## src/rtl/banyan_pipe.sv

```systemverilog
// banyan_pipe: K-stage pipelined banyan switch with per-switch round-robin conflict resolution and drop counting.
module banyan_pipe #(
  parameter int DW = 32,
  parameter int N  = 8,
  parameter int CW = 16
) (
  input  logic                   clk,
  input  logic                   rst_n,
  input  logic [N-1:0]           i_valid,
  input  logic [DW-1:0]          i_data [N],
  input  logic [$clog2(N)-1:0]   i_dest [N],
  input  logic                   i_clr_cnt,
  output logic [N-1:0]           o_valid,
  output logic [DW-1:0]          o_data [N],
  output logic [$clog2(N)-1:0]   o_src [N],
  output logic                   o_drop,
  output logic [CW-1:0]          o_drop_cnt
);
  localparam int K  = $clog2(N);
  localparam int S  = N / 2;
  localparam int NC = K * S;
  localparam int PW = $clog2(NC + 1);
  localparam int SW = (CW > PW ? CW : PW) + 1;
  logic [NC-1:0] conf;
  for (genvar s = 0; s < K; s++) begin : g_stage
    logic [N-1:0]  iv, nv, v;
    logic [DW-1:0] id [N], nd [N], d [N];
    logic [K-1:0]  it [N], nt [N], t [N];
    logic [K-1:0]  isr [N], nsr [N], sr [N];
    if (s == 0) begin : g_in
      assign iv = i_valid;
      assign id = i_data;
      assign it = i_dest;
      for (genvar i = 0; i < N; i++) begin : g_src
        assign isr[i] = K'(i);
      end
    end else begin : g_link
      assign iv  = g_stage[s-1].v;
      assign id  = g_stage[s-1].d;
      assign it  = g_stage[s-1].t;
      assign isr = g_stage[s-1].sr;
    end
    for (genvar j = 0; j < S; j++) begin : g_sw
      localparam int M = K - 1 - s;
      localparam int A = ((j >> M) << (M + 1)) | (j & ((1 << M) - 1));
      localparam int B = A + (1 << M);
      logic ptr, c, ra, rb, a_lo, a_hi, b_lo, b_hi;
      assign ra = it[A][M];
      assign rb = it[B][M];
      assign c  = iv[A] & iv[B] & (ra == rb);
      assign conf[s*S+j] = c;
      // a loser is masked out; the winner keeps its natural route
      assign a_lo = iv[A] & ~ra & ~(c & ptr);
      assign a_hi = iv[A] &  ra & ~(c & ptr);
      assign b_lo = iv[B] & ~rb & ~(c & ~ptr);
      assign b_hi = iv[B] &  rb & ~(c & ~ptr);
      assign nv[A]  = a_lo | b_lo;
      assign nv[B]  = a_hi | b_hi;
      assign nd[A]  = a_lo ? id[A]  : id[B];
      assign nd[B]  = a_hi ? id[A]  : id[B];
      assign nt[A]  = a_lo ? it[A]  : it[B];
      assign nt[B]  = a_hi ? it[A]  : it[B];
      assign nsr[A] = a_lo ? isr[A] : isr[B];
      assign nsr[B] = a_hi ? isr[A] : isr[B];
      always_ff @(posedge clk or negedge rst_n)
        if (!rst_n) ptr <= 1'b0;
        else if (c) ptr <= ~ptr;
    end
    always_ff @(posedge clk or negedge rst_n) begin
      if (!rst_n) begin
        v <= '0;
        for (int i = 0; i < N; i++) begin
          d[i]  <= '0;
          t[i]  <= '0;
          sr[i] <= '0;
        end
      end else begin
        v <= nv;
        for (int i = 0; i < N; i++)
          if (nv[i]) begin
            d[i]  <= nd[i];
            t[i]  <= nt[i];
            sr[i] <= nsr[i];
          end
      end
    end
  end
  logic unused_t;
  always_comb begin
    unused_t = 1'b0;
    for (int i = 0; i < N; i++) unused_t = unused_t ^ (^g_stage[K-1].t[i]);
  end
  assign o_valid = g_stage[K-1].v;
  assign o_data  = g_stage[K-1].d;
  assign o_src   = g_stage[K-1].sr;
  logic [PW-1:0] pc;
  logic [SW-1:0] sum;
  always_comb begin
    pc = '0;
    for (int i = 0; i < NC; i++) pc = pc + PW'(conf[i]);
  end
  assign sum = SW'(o_drop_cnt) + SW'(pc);
  always_ff @(posedge clk or negedge rst_n) begin
    if (!rst_n) begin
      o_drop     <= 1'b0;
      o_drop_cnt <= '0;
    end else begin
      o_drop     <= |conf;
      o_drop_cnt <= i_clr_cnt ? '0 : sum > SW'({CW{1'b1}}) ? '1 : sum[CW-1:0];
    end
  end
endmodule

```

## config.mk

```make
export PLATFORM = sky130hd
export DESIGN_NAME = banyan_pipe
export DESIGN_NICKNAME = d
export VERILOG_FILES = /design/src/rtl/banyan_pipe.sv
export SDC_FILE = /design/constraint.sdc
export NUM_CORES = 2
export LEC_CHECK = 0
export CAP_MARGIN = 20
export CORE_MARGIN = 5
export CORE_UTILIZATION = 34
export CTS_CLUSTER_DIAMETER = 200
export CTS_CLUSTER_SIZE = 20
export DETAILED_ROUTE_END_ITERATION = 10
export GPL_TIMING_DRIVEN = 0
export PLACE_DENSITY = 0.51
export SYNTH_ARGS = -nofsm -noshare
export SYNTH_HDL_FRONTEND = slang
export SYNTH_SLANG_ARGS = --single-unit
```

## constraint.sdc

```tcl
create_clock -name clk -period 9.6 [get_ports clk]
set_clock_uncertainty 0.15 [all_clocks]
set_input_delay 1.44 -clock clk [delete_from_list [all_inputs] [get_ports clk]]
set_output_delay 1.44 -clock clk [all_outputs]
set_load 0.03 [all_outputs]
```

# Yosys cells after proc, flatten, opt, wreduce, memory -nomap -nowiden
# Index checks and enable logic that the tools add are counted.
# classes
addsub,12
magnitude_cmp,1
eq_ne,12
muxes,66
n_bitwise,228
n_reduce_logical,1
# ops
cell,count
32-bit 2-to-1 mux,24
1-bit bitwise AND,144
3-bit 2-to-1 mux,24
1-bit NOT,60
4-bit by 1-bit adder with 4-bit output,8
16-bit 2-to-1 mux,2
1-bit bitwise OR,24
16-bit by 4-bit adder with 17-bit output,1
"17-bit by 16-bit > comparator with 1-bit output, second input constant",1
2-bit 2-to-1 mux,8
1-bit equality test,12
12-bit OR reduction,1
1-bit 2-to-1 mux,8
3-bit by 1-bit adder with 4-bit output,1
2-bit by 1-bit adder with 3-bit output,1
1-bit by 1-bit adder with 2-bit output,1
# totals
register_bits,917
inputBits,291
out_inout_bits,305
elab_cells,401

# Depth between registers and ports, before layout
# depth
depth_word,17
ltp_mapped,17

# Worst setup path after synthesis
# Ideal clock, no wire load.
# synth_path
path_type,input -> register
startpoint,input port i_dest[5] in the netlist's numbering
endpoint,register o_drop_cnt[12]
arrival_ns,5.322
t_required_ns,9.351
slack_ns,4.028
path_stages,16
n_path_buf,1
path_cell_list,xnor2_1 > and3_1 > inv_1 > fa_1 > fa_1 > fa_1 > fa_1 > fa_1 > inv_1 > fa_1 > a21oi_1 > o2bb2ai_1 > and2_1 > buf_2 > a31oi_1 > a311oi_1
# synth_via
elab_chain_len,16
# synth_rtl
item,line,text
start: declaration,11,"input logic [$clog2(N)-1:0] i_dest [N],"
1-bit equality test (*),50,assign c = iv[A] & iv[B] & (ra == rb);
1-bit bitwise AND (*),50,
2-bit by 1-bit adder with 3-bit output (*),100,for (int i = 0; i < NC; i++) pc = pc + PW'(conf[i]);
3-bit by 1-bit adder with 4-bit output (*),100,
4-bit by 1-bit adder with 4-bit output (*) (8 in a row),100,
16-bit by 4-bit adder with 17-bit output (*),102,assign sum = SW'(o_drop_cnt) + SW'(pc);
17-bit by 16-bit > comparator with 1-bit output,109,o_drop_cnt <= i_clr_cnt ? '0 : sum > SW'({CW{1'b1}}) ? '1 : sum[CW-1:0];
16-bit 2-to-1 mux (*) (2 in a row),109,
end signal: assignment,109,
end: declaration,17,output logic [CW-1:0] o_drop_cnt
# Every way passes the cells marked *; elsewhere a longest branch is shown, timed or not.
# A chain may end at the register's enable or synchronous reset.

# Worst setup path in the final report
# layout_path
startpoint,input port i_dest[5] in the netlist's numbering
endpoint,register o_drop_cnt[8]
# The elaborated chain is that of the path after synthesis.

==> run metrics <==
maximum clock frequency=164 MHz; gr usage total=26.6%; Power Density=299 mW/mm^2; Ys Warns=0; Final Setup Violations=0; CTS buffer count=51; Pins Over Slew Limit=0; PostCTS Resize Cnt=0; Vias/cell=5.26; vias in the first global route=32700; Max-slew headroom=35.7%; hold path endpoint=g_stage[0].sr[16]$_DFFE_PN0P_; clk buf depth=3; io pins=596; fraction of registers with async set or reset after synthesis=100%; syn_area_per_cell=10.5 sq um; Slowest cell on crit path=clkdlybuf4s50_1; Cells after Synth=3960; Row Count=128; Synth Flop Type=dfrtp_1; Post-synth EDFFs=0; share of cells above drive strength 1=5.02%; critical path class=primary input to register; Critical Path Source Type=primary input; critical path buffer and inverter count=4; register area share after synthesis=54.5%; hpwl dp=144 mm; Die Span X=359 um; wirelength, routed=177 mm; CTS tree=done; GP Congestion=0.894; cells on worst reg2reg path=17; Critical Path Fanout Max=10; slowest stage delay, CP=0.53 ns; CP cell instances=clkdlybuf4s50_1 > xnor2_1 > and3_1 > inv_1 > fa_1 > fa_1 > fa_1 > fa_1 > fa_1 > inv_1 > fa_1 > a21oi_1 > o2bb2ai_1 > nand3_1 > clkbuf_1 > o21a_1 > nor2_1; initial antenna violation count=88; cell family with the largest share of critical-path delay=adder cells; Slew @ Worst Pin=0.964 ns; remaining global-route overflow=0; Worst-path clk slew=0.09 ns; routed len/inst=28.2 um; post-route clock period utilization=63.4%; clk sink count=903; IR drop worst, VDD=187 uV; core area=0.121 sq mm; post-CTS setup buffers=0; status=completed; DR iter-0 viols=3315; Final ANT Viol Nets=0; Req. time, crit path=9.98 ns; RSZ-0062 raised after global routing=false; first-pass GRT wire length=250 mm; Post-CTS Hold Fix Bufs=0; Area Growth Syn to Fin=23.4%; IO Port Bufs=594; worst min-delay path class=register to register; number of instances in the placed design=6189; DRT Pass-1 Iters=6; Crit path top cell by count=fa_1; synth unique cells=48; Clk Latency, worst-skew pair=0.68 ns; end of the worst register-to-register path=o_drop_cnt[8]$_DFF_PN0_; root buffer cell=clkbuf_16; fin nets=4926; fin cells=6294; Worst Setup End Kind=register; largest net degree at the start of global routing=114; HP Start=g_stage[0].sr[16]$_DFFE_PN0P_; total power=0.0153 W; Synth Cell Area=0.0414 sq mm; Lkg Pwr=20.8 nW; Tmin final=6.08 ns; RR Startpoint=g_stage[0].t[16]$_DFFE_PN0P_; FILL cells=12000; detailed-route via count=33100; hold slack=0.367 ns; Hold Crit Depth=1; Hold Vio Cnt, Final=0; H-tree depth=2; setup TNS=0 ns; Yosys reg bits=903; initial core utilization=34.1%; Finished Core Util=42.1%; Multi-input gate area=0.0174 sq mm; max cap viols=0; Post-route DRC=0; Post-Syn Nets=4268; register area=0.0226 sq mm; die area=0.129 sq mm; flop2flop setup slack=4.17 ns; Die Y=359 um; worst path arrival time=6.47 ns
[Yosys cell counts (11+ instances only)]
cell type	count	area share, %
inv_1	31	0.28
nand2_1	646	5.9
nor2_1	240	2.2
xnor2_1	22	0.47
nand3_1	17	0.21
o211a_1	11	0.27
o21ai_1	68	0.82
nand2b_1	20	0.30
a21oi_1	221	2.7
o21ai_0	549	6.6
buf_4	27	0.49
buf_2	93	1.1
clkbuf_1	131	1.2
clkbuf_2	12	0.14
mux2i_1	828	20
dfrtp_1	903	55
or2_2	14	0.21
[flip-flops by register name (all words and copies together), names as in the netlist]
name	count
o_src	24
g_stage.d	512
o_valid	8
o_drop	1
g_stage.t	24
g_stage.g_sw.ptr	12
g_stage.sr	34
o_data	256
g_stage.v	16
o_drop_cnt	16
[worst reg2reg max path, stage by stage (launching register included)]
cell	delay (ns)
dfrtp_1	0.45
xnor2_1	0.17
and3_1	0.16
clkbuf_1	0.28
inv_1	0.10
fa_1	0.49
fa_1	0.54
fa_1	0.44
fa_1	0.52
fa_1	0.20
inv_1	0.07
fa_1	0.46
a21oi_1	0.23
o2bb2ai_1	0.22
nand3_1	0.19
clkbuf_1	0.43
o21a_1	0.19
nor2_1	0.04
[area by class of cell]
cell class,count,area share [%]
plain buffers,278,2.61
repair buffers,605,12.2
inverters,35,0.257
multi-input cells,2744,34.0
flip-flops and latches,903,44.2
diodes,49,0.240
clock buffers,51,2.50
well taps,1625,3.98
clock inverters,4,0.0906
[power breakdown]
group	internal (W)	total, W	switching [W]
logic	0.00254	0.00618	0.00364
registers	0.00525	0.00679	0.00154
clock network	0.000959	0.00232	0.00136
total	0.00874	0.0153	0.00654
[per-stage QoR]
stage	setup slack (ns)	instance area [sq um]
2_1_floorplan	4.03	41400
3_3_place_gp	-37.25	49400
3_5_place_dp	2.85	49700
4_1_cts	3.57	51000
5_1_grt	3.20	51000
6_report	3.52	51100
[per-layer routing]
metal,routed length [um],global-route usage [%]
met5,313,0
met4,4500,6.45
met3,14900,7.74
met2,81100,42.0
met1,76500,36.3
[cell families after synthesis]
| family | share of synthesized area (%) |
|---|---|
| adder cells (fa/ha/maj) | 0.658 |
| buffers and inverters | 3.53 |
| multiplexers | 20.0 |
| AND/OR/NAND/NOR | 9.35 |
| flip-flops | 54.5 |
| XOR/XNOR | 0.655 |
| AO/OA/AOI/OAI | 11.3 |
[worst max-delay path by stage]
| stage | start | end | slack (ns) | cells after the start |
|---|---|---|---|---|
| global placement | rst_n | o_data[124]$_DFFE_PN0P_ | -37.25 | 1 |
| global route | i_dest[17] | o_drop_cnt[8]$_DFF_PN0_ | 3.20 | 17 |
| detailed placement | i_dest[5] | o_drop_cnt[8]$_DFF_PN0_ | 2.85 | 17 |
| floorplan | i_dest[5] | o_drop_cnt[12]$_DFF_PN0_ | 4.03 | 16 |
| CTS | i_dest[5] | o_drop_cnt[8]$_DFF_PN0_ | 3.57 | 17 |
| finish | i_dest[5] | o_drop_cnt[8]$_DFF_PN0_ | 3.52 | 17 |
[layout by cell type (no fill, tap or decap), drive strengths merged, types with 9 or more instances in the layout]
master / count
nand3: 17
buf: 143
or2: 14
dfrtp: 903
clkbuf: 198
and3: 9
a31oi: 9
nand2: 646
xnor2: 22
diode: 49
nand2b: 20
o21ai: 617
mux2i: 828
inv: 35
nor2: 240
a21oi: 230
o211a: 11
xor2: 9
ha: 9
clkdlybuf4s50: 593
No activity file was read; power rests on OpenSTA's default activity.
